[src/rtl/uart_pkg.sv]
// uart_pkg: shared UART types and defaults.
//   tx_state_t  transmitter frame states (3-bit encoding)
//   UART_TICKS_PER_BIT_DEFAULT / UART_DATA_BITS_DEFAULT  default framing
//   calcParity  even parity of a zero-padded byte, optionally inverted
package uart_pkg;

  typedef enum logic [2:0] {
    TX_IDLE   = 3'd0,
    TX_START  = 3'd1,
    TX_DATA   = 3'd2,
    TX_PARITY = 3'd3,
    TX_STOP   = 3'd4
  } tx_state_t;

  localparam int UART_TICKS_PER_BIT_DEFAULT = 16;
  localparam int UART_DATA_BITS_DEFAULT     = 8;

  // Unused upper bits must be zero so they do not disturb the XOR.
  function automatic logic calcParity(input logic [7:0] data, input logic odd);
    return (^data) ^ odd;
  endfunction

endpackage

[src/rtl/uart_tx_bit_timer.sv]
// uart_tx_bit_timer: counts baud Ticks and flags the last Tick of a bit period.
//   Clock   system clock
//   ResetN  asynchronous active-low reset
//   Tick    one-Clock pulse from the baud-rate generator
//   Clear   holds the counter at zero (used while the owner is idle)
//   BitEnd  Tick arriving while the counter sits at TICKS_PER_BIT-1
module uart_tx_bit_timer #(
  parameter int TICKS_PER_BIT = 16
) (
  input  logic Clock,
  input  logic ResetN,
  input  logic Tick,
  input  logic Clear,
  output logic BitEnd
);

  localparam int CW = (TICKS_PER_BIT > 1) ? $clog2(TICKS_PER_BIT) : 1;
  localparam logic [CW-1:0] LAST_C = CW'(TICKS_PER_BIT - 1);
  localparam logic [CW-1:0] ZERO_C = CW'(0);
  localparam logic [CW-1:0] ONE_C  = CW'(1);

  logic [CW-1:0] tickCount_r;
  logic          atLast_s;

  assign atLast_s = (tickCount_r == LAST_C);
  assign BitEnd   = Tick & atLast_s;

  // Tick counter: advances only on Tick, wraps at the end of a bit.
  always_ff @(posedge Clock or negedge ResetN) begin
    if (!ResetN) begin
      tickCount_r <= ZERO_C;
    end else if (Clear) begin
      tickCount_r <= ZERO_C;
    end else if (Tick) begin
      if (atLast_s) begin
        tickCount_r <= ZERO_C;
      end else begin
        tickCount_r <= tickCount_r + ONE_C;
      end
    end else begin
      tickCount_r <= tickCount_r;
    end
  end

endmodule

[src/rtl/uart_transmitter.sv]
// uart_transmitter: UART TX serializer (start, DATA_BITS data LSB first,
// optional parity, STOP_BITS stop bits), paced by a 16x baud Tick.
//   Clock    system clock
//   ResetN   asynchronous active-low reset (Tx returns high at once)
//   Tick     one-Clock pulse from the baud-rate generator
//   TxStart  send request, sampled only while idle
//   TxData   byte captured on the accepted TxStart
//   Tx       registered serial line, idles high
//   TxBusy   high from the cycle after acceptance until frame end
//   TxDone   one-Clock pulse as the last stop bit completes
// Build option: define UART_TX_PARITY_EN to add a parity bit (PARITY_ODD
// selects odd parity).
module uart_transmitter
  import uart_pkg::*;
#(
  parameter int DATA_BITS     = UART_DATA_BITS_DEFAULT,
  parameter int TICKS_PER_BIT = UART_TICKS_PER_BIT_DEFAULT,
  parameter int STOP_BITS     = 1
`ifdef UART_TX_PARITY_EN
  ,
  parameter int PARITY_ODD    = 0
`endif
) (
  input  logic                 Clock,
  input  logic                 ResetN,
  input  logic                 Tick,
  input  logic                 TxStart,
  input  logic [DATA_BITS-1:0] TxData,
  output logic                 Tx,
  output logic                 TxBusy,
  output logic                 TxDone
);

  localparam logic [2:0] LAST_DATA_C = 3'(DATA_BITS - 1);
  localparam logic [2:0] LAST_STOP_C = 3'(STOP_BITS - 1);

  tx_state_t            state_r, nextState_s;
  logic [2:0]           bitCount_r, nextBitCount_s;
  logic [DATA_BITS-1:0] shift_r, nextShift_s;
  logic                 nextTx_s, nextBusy_s, nextDone_s;
  logic                 bitEnd_s, clearTimer_s;
`ifdef UART_TX_PARITY_EN
  logic                 parity_r, nextParity_s;
  logic [7:0]           paddedData_s;
`endif

  // The counter restarts from zero at every acceptance because it is held clear while idle.
  assign clearTimer_s = (state_r == TX_IDLE);

  uart_tx_bit_timer #(
    .TICKS_PER_BIT(TICKS_PER_BIT)
  ) bitTimer (
    .Clock (Clock),
    .ResetN(ResetN),
    .Tick  (Tick),
    .Clear (clearTimer_s),
    .BitEnd(bitEnd_s)
  );

  // Next-state logic; outputs are derived from the next state so they register with it.
  always_comb begin
    nextState_s    = state_r;
    nextBitCount_s = bitCount_r;
    nextShift_s    = shift_r;
    nextDone_s     = 1'b0;
`ifdef UART_TX_PARITY_EN
    nextParity_s   = parity_r;
    paddedData_s   = 8'h00;
    paddedData_s[DATA_BITS-1:0] = TxData;
`endif
    case (state_r)
      TX_IDLE: begin
        if (TxStart) begin
          nextState_s    = TX_START;
          nextShift_s    = TxData;
          nextBitCount_s = 3'd0;
`ifdef UART_TX_PARITY_EN
          nextParity_s   = calcParity(paddedData_s, (PARITY_ODD != 0));
`endif
        end else begin
          nextState_s = TX_IDLE;
        end
      end
      TX_START: begin
        if (bitEnd_s) begin
          nextState_s    = TX_DATA;
          nextBitCount_s = 3'd0;
        end else begin
          nextState_s = TX_START;
        end
      end
      TX_DATA: begin
        if (bitEnd_s) begin
          nextShift_s = shift_r >> 1'b1;
          if (bitCount_r == LAST_DATA_C) begin
`ifdef UART_TX_PARITY_EN
            nextState_s = TX_PARITY;
`else
            nextState_s = TX_STOP;
`endif
            nextBitCount_s = 3'd0;
          end else begin
            nextBitCount_s = bitCount_r + 3'd1;
          end
        end else begin
          nextState_s = TX_DATA;
        end
      end
`ifdef UART_TX_PARITY_EN
      TX_PARITY: begin
        if (bitEnd_s) begin
          nextState_s    = TX_STOP;
          nextBitCount_s = 3'd0;
        end else begin
          nextState_s = TX_PARITY;
        end
      end
`endif
      TX_STOP: begin
        if (bitEnd_s) begin
          if (bitCount_r == LAST_STOP_C) begin
            nextState_s    = TX_IDLE;
            nextBitCount_s = 3'd0;
            nextDone_s     = 1'b1;
          end else begin
            nextBitCount_s = bitCount_r + 3'd1;
          end
        end else begin
          nextState_s = TX_STOP;
        end
      end
      default: begin
        nextState_s    = TX_IDLE;
        nextBitCount_s = 3'd0;
      end
    endcase

    case (nextState_s)
      TX_IDLE:   nextTx_s = 1'b1;
      TX_START:  nextTx_s = 1'b0;
      TX_DATA:   nextTx_s = nextShift_s[0];
`ifdef UART_TX_PARITY_EN
      TX_PARITY: nextTx_s = nextParity_s;
`endif
      TX_STOP:   nextTx_s = 1'b1;
      default:   nextTx_s = 1'b1;
    endcase

    nextBusy_s = (nextState_s != TX_IDLE);
  end

  // State, datapath and registered outputs.
  always_ff @(posedge Clock or negedge ResetN) begin
    if (!ResetN) begin
      state_r    <= TX_IDLE;
      bitCount_r <= 3'd0;
      shift_r    <= {DATA_BITS{1'b0}};
      Tx         <= 1'b1;
      TxBusy     <= 1'b0;
      TxDone     <= 1'b0;
`ifdef UART_TX_PARITY_EN
      parity_r   <= 1'b0;
`endif
    end else begin
      state_r    <= nextState_s;
      bitCount_r <= nextBitCount_s;
      shift_r    <= nextShift_s;
      Tx         <= nextTx_s;
      TxBusy     <= nextBusy_s;
      TxDone     <= nextDone_s;
`ifdef UART_TX_PARITY_EN
      parity_r   <= nextParity_s;
`endif
    end
  end

endmodule

[config.mk]
export PLATFORM = sky130hd
export DESIGN_NAME = uart_transmitter
export DESIGN_NICKNAME = d
export VERILOG_FILES = /design/src/rtl/uart_pkg.sv /design/src/rtl/uart_tx_bit_timer.sv /design/src/rtl/uart_transmitter.sv
export SDC_FILE = /design/constraint.sdc
export NUM_CORES = 1
export LEC_CHECK = 0
export CAP_MARGIN = 15
export CORE_MARGIN = 5
export CORE_UTILIZATION = 25
export DETAILED_ROUTE_END_ITERATION = 10
export HOLD_SLACK_MARGIN = 0.03
export MAX_ROUTING_LAYER = met4
export PLACE_DENSITY_LB_ADDON = 0.2
export SLEW_MARGIN = 20
export SYNTH_ARGS = -nofsm -noshare
export SYNTH_HDL_FRONTEND = slang
export SYNTH_SLANG_ARGS = --single-unit
[constraint.sdc]
create_clock -name Clock -period 1.85 [get_ports Clock]
set_input_delay 0.2775 -clock Clock [delete_from_list [all_inputs] [get_ports Clock]]
set_output_delay 0.2775 -clock Clock [all_outputs]
set_load 0.005 [all_outputs]
==> results of run 1 <==
==> where the power goes <==
group	total (mW)	switching, mW	leakage (nW)	internal, mW
Clock	0.298	0.145	0.0228	0.153
Sequential	0.771	0.143	0.262	0.628
Combinational	0.522	0.239	0.338	0.283
Total	1.59	0.527	0.622	1.06
==> synthesized netlist by cell type (all sizes together), types with 2 or more instances <==
cell type  number
a21oi           6
a22o            2
a22oi           6
a31oi           3
buf             4
dfrtp          20
ha              4
inv             4
mux2i           3
nand2          20
nor2            6
nor3b           3
o21ai           2
or3             2
or3b            2
==> final cells by class <==
type	count	share of cell area
Sequential cell	21	0.380
Multi-Input combinational cell	74	0.375
Inverter	4	0.0108
Timing Repair Buffer	24	0.155
Tap cell	52	0.0469
Clock buffer	4	0.0325
==> kinds of logic after synthesis <==
group,count (synthesis),share of synthesized area
xor+xnor,1,0.00798
mux,4,0.0376
simple gates,42,0.227
flops,21,0.480
compound gates,23,0.153
buf+inv,8,0.0490
fa+ha+maj,4,0.0456
==> worst reg2reg max path: cells and delay by family (launching register included) <==
family	cells	cell delay, ns
AOI/OAI and AO/OA	1	0.22
DFF	1	0.38
and+or+nand+nor	3	0.83
adders and majority gates	1	0.16
buffers and inverters	1	0.08
==> flip-flops by register name, summed over array words and instances (netlist names) <==
name                  cells
Tx                        1
TxBusy                    1
TxDone                    1
bitCount_r                3
bitTimer.tickCount_r      4
shift_r                   8
state_r                   3
==> layer usage <==
metal  vias up  wire, um  track usage  share of wire
met5         -         0            -              0
met4         0        66       0.0524          0.031
met3         5        50       0.0154          0.024
met2        12      1060        0.126           0.50
met1       395       946       0.0942           0.45
li1        414         -            -              -
==> metrics by stage <==
step	instances	instance area, um^2	hold WS, ns
finish	179	1390	0.364
global route	179	1390	0.395
CTS	179	1380	0.369
detailed placement	175	1340	0.462
global placement	175	1340	0.460
floorplan	103	1100	-0.0181
==> worst max path at each step <==
stage                                        from      to
after floorplan           bitTimer.tickCount_r[0]  TxBusy
after detailed placement                     Tick  TxBusy
after global placement                       Tick  TxBusy
final                               bitCount_r[1]  TxBusy
after global routing                bitCount_r[1]  TxBusy
after CTS                           bitCount_r[1]  TxBusy
==> metrics.txt, run 1 <==
number of CTS-inserted buffers 3; total gr overflow 0; largest net degree at the start of global routing 22; GRT Resource Usage Total 0.0806; CTS tree yes; starting density of the core 0.256; clock root cell clkbuf_8; cell type with the largest total area after synthesis dfrtp_1; Critical R2R Capture TxBusy; Post-CTS Hold Fix Bufs 0; final routed wire length divided by cell count 11.8 um; PwrDens about 1100 nW/um^2; CP max stage delay 0.38 ns; initial antenna violation count 0; Async SR Flop Fraction 1.00; Synth Cell Area 1100 um^2; r2r startpoint bitCount_r[1]; largest fanout on the critical path 2; Reg2Reg Setup Slack about 0.069 ns; die area 5810 um^2; layout cell share with drive strength beyond 1 0.197; TNS Setup 0 ns; Slew headroom 0.653; status finished, final reports clean; Mapped Avg Cell Area approximately 11 um^2; Final min period 1.78 ns; Critical Path RT 1.99 ns; Post-Syn Nets 119; Placeable Area 4290 um^2; final core utilization 0.323; cells along the critical path inv_1 > ha_1 > or2b_1 > or2_1 > a22o_1 > or3_1; total power 1.59 mW; DRT iter0 DRCs 55; number of global-route vias before repair 847; worst setup margin 0.0690 ns; area of the multi-input gates 519 um^2; Critical Path Slowest Stage Cell dfrtp_1; Post-synth EDFFs 0; Final Setup Violations 0; Area contributors post-synth dfrtp_1 (46%), nand2_1 (6.8%), ha_1 (4.6%); Nets approximately 140; # DRC 0; Clock Sinks 21; Worst Tran Pin Value around 0.52 ns; post-cts repair resize count 0; IO Count 15; RSZ-0062 raised after global routing false; Clock Path Buffers 2; ANT nets after route 0; Register Area 527 um^2; crit path buf inv count 1; cell count along the critical path 6; Post-DP HPWL around 1600 um; CP endpoint kind flop; maximum clock frequency 561 MHz; area grow syn2layout 26.3%; skew final 0.00184 ns; Main synth FF type dfrtp_1; first-pass GRT wire length 3750 um; sequential share of the synthesized area 0.480; Worst Setup Start Kind flop; YS warnings 0; ANT cells 0; final hold vios 0; top-area cell type share of the netlist area 0.456; Die Width 76.3 um; drt pass-1 iters 4; die extent in y 76.3 um; via count between 800 and 900; R2R depth 6; P_leak 0.622 nW; Post-CTS Setup Repair Bufs 0; most frequent cells in the layout dfrtp_1 (20), nand2_1 (20), clkdlybuf4s50_1 (14), buf_4 (10), a22oi_1 (6); Max Slew Vio Count 0; Hold Crit Class in -> async; H-tree depth 1; final worst-path cycle share 0.963; Setup CP Type reg -> reg; final wirelength 2120 um; # Max-Cap Violations 0; number of core rows 24; I/O Buffers 14; Mapped Cells 103; Via density 4.61; Worst Path Arrival 1.92 ns; Setup WS pre-CTS -0.154 ns; peak supply drop 316 uV; CP delay by family, top simple AND/OR/NAND/NOR gates; flops & latches, synth 21; Final Wtd Congestion 0.773; Clk Latency, worst-skew pair 0.26 ns; filler cell count 429; synth unique cells 35; clock slew at reported path FFs about 0.07 ns
No activity file was read; power rests on OpenSTA's default activity.
==> run 2, diff against run 1 <==
--- a/config.mk
+++ b/config.mk
@@ -7,7 +7,7 @@
 export LEC_CHECK = 0
 export CAP_MARGIN = 15
 export CORE_MARGIN = 5
-export CORE_UTILIZATION = 25
+export CORE_UTILIZATION = 45
 export DETAILED_ROUTE_END_ITERATION = 10
 export HOLD_SLACK_MARGIN = 0.03
 export MAX_ROUTING_LAYER = met4
==> run 2 against run 1 <==
Critical path type unchanged. Largest power group unchanged. Highest routed layer unchanged. Largest cell class unchanged. Setup slack better by 0.016 ns. Via count grew 3.4%. Core utilization increased by 27 points. Critical path depth is the same. Clock skew up 0.0064 ns. Wire length is 2.6% lower. Non-clock buffer count stayed put.
==> metrics.txt, run 2 (synthesized netlist as in run 1, its figures left out) <==
TNS Setup 0 ns; # Max-Cap Violations 0; DRT iter0 DRCs 19; via count 854; Setup CP Type reg -> reg; worst setup margin ~0.085 ns; PwrDens 1110 nW/um^2; Final Setup Violations 0; clock slew at reported path FFs 0.13 ns; Final Wtd Congestion 0.904; number of global-route vias before repair between 800 and 900; initial antenna violation count 0; Fin Hold WS around 0.30 ns; Placeable Area between 2000 and 2500 um^2; first-pass GRT wire length 3690 um; Final min period 1.76 ns; Max Slew Vio Count 0; skew final 0.00826 ns; CTS tree yes; final routed wire length divided by cell count 13.3 um; P_leak 0.617 nW; layout cell share with drive strength beyond 1 0.213; number of core rows 17; Hold Crit Class in -> async; number of CTS-inserted buffers 3; I/O Buffers 14; GRT Resource Usage Total 0.141; most frequent cells in the layout dfrtp_1 (20), nand2_1 (20), clkdlybuf4s50_1 (14), buf_4 (10), a22oi_1 (6); peak supply drop 830 uV; max FFs per register 8; Worst Setup Start Kind flop; Clock Sinks 21; Clock Path Buffers 2; Nets 144; Critical Path RT slightly above 2 ns; Post-DP HPWL 1570 um; drt pass-1 iters 4; grt met3 use 0.0261; CP endpoint kind flop; M2 GR Usage 0.237; Clk Latency, worst-skew pair 0.30 ns; # DRC 0; Top Registers shift_r (8), bitTimer.tickCount_r (4); Setup WS pre-CTS -0.00967 ns; met1 Usage GRT 0.176; total gr overflow 0; Die Width just under 60 um; area grow syn2layout 22.0%; Biggest register shift_r; largest fanout on the critical path 4; final wirelength 2060 um; largest net degree at the start of global routing 22; ANT cells 0; die area 3530 um^2; Worst Tran Pin Value 0.520 ns; clock root cell clkbuf_4; die extent in y 59.4 um; status finished, final reports clean; total power 1.48 mW; H-tree depth 1; IO Count 15; ANT nets after route 0; starting density of the core 0.482; final worst-path cycle share 0.954; Most Used Layer, Global Route met2; Worst Path Arrival 1.96 ns; Via density 5.51; maximum clock frequency around 570 MHz; Slew headroom 0.650; final hold vios 0
## run 2: timing repair
item,4_1_cts,5_1_grt
endpoints found under the hold margin,0,0
hold buffers,0,0
endpoints found under the setup margin,0,1
buffers inserted,0,3
gates resized for setup,0,2
## run 2: per-stage QoR
step           area, um^2  std cells  utilization
3_3_place_gp         1290        148        0.565
4_1_cts              1310        152        0.577
5_1_grt              1340        155        0.588
2_1_floorplan        1100        103            -
6_report             1340        155        0.588
3_5_place_dp         1290        148        0.565
## run 2: per-layer routing
metal / up-vias / wire length (um)
met5: - / 0
met4: 0 / 18
met3: 4 / 91
met2: 26 / 974
met1: 409 / 979
li1: 415 / -
## run 2: report_power, final
part	internal (mW)	switching [mW]	leakage, nW
Combinational	0.258	0.237	0.338
Clock	0.0804	0.141	0.0177
Sequential	0.627	0.140	0.262
Total	0.965	0.518	0.617
## run 2: layout make-up
class	count	area [um^2]
clock buffer	3	22.5
sequential	21	527
multi-input combinational	74	519
timing repair buffer	24	215
fill	203	937
tap	28	35.0
inverter	4	15.0
clock inverter	1	5.00
## run 2: worst paths after layout
path	startpoint	cells after the start	end	slack (ns)
max	bitCount_r[0]	6	TxBusy	0.09
min	ResetN	2	bitTimer.tickCount_r[2]	0.30
max reg2reg	bitCount_r[0]	6	TxBusy	0.09
min reg2reg	shift_r[6]	2	shift_r[6]	0.49
max in group asynchronous	ResetN	2	Tx	1.29
min in group Clock	shift_r[6]	2	shift_r[6]	0.49
## run 2: worst max-delay path, cell delays in order, from the launching register on
cell,delay [ns]
dfrtp_1,0.43
inv_1,0.08
ha_2,0.17
or2b_1,0.25
or2_1,0.24
a22o_1,0.20
or3_1,0.30
==> run 3, diff against run 2 <==
--- a/config.mk
+++ b/config.mk
@@ -12,7 +12,7 @@
 export HOLD_SLACK_MARGIN = 0.03
 export MAX_ROUTING_LAYER = met4
 export PLACE_DENSITY_LB_ADDON = 0.2
-export SLEW_MARGIN = 20
+export SLEW_MARGIN = 10
 export SYNTH_ARGS = -nofsm -noshare
 export SYNTH_HDL_FRONTEND = slang
 export SYNTH_SLANG_ARGS = --single-unit
==> results of run 3 <==
Final layout, timing and power as in run 2 (identical DEF).
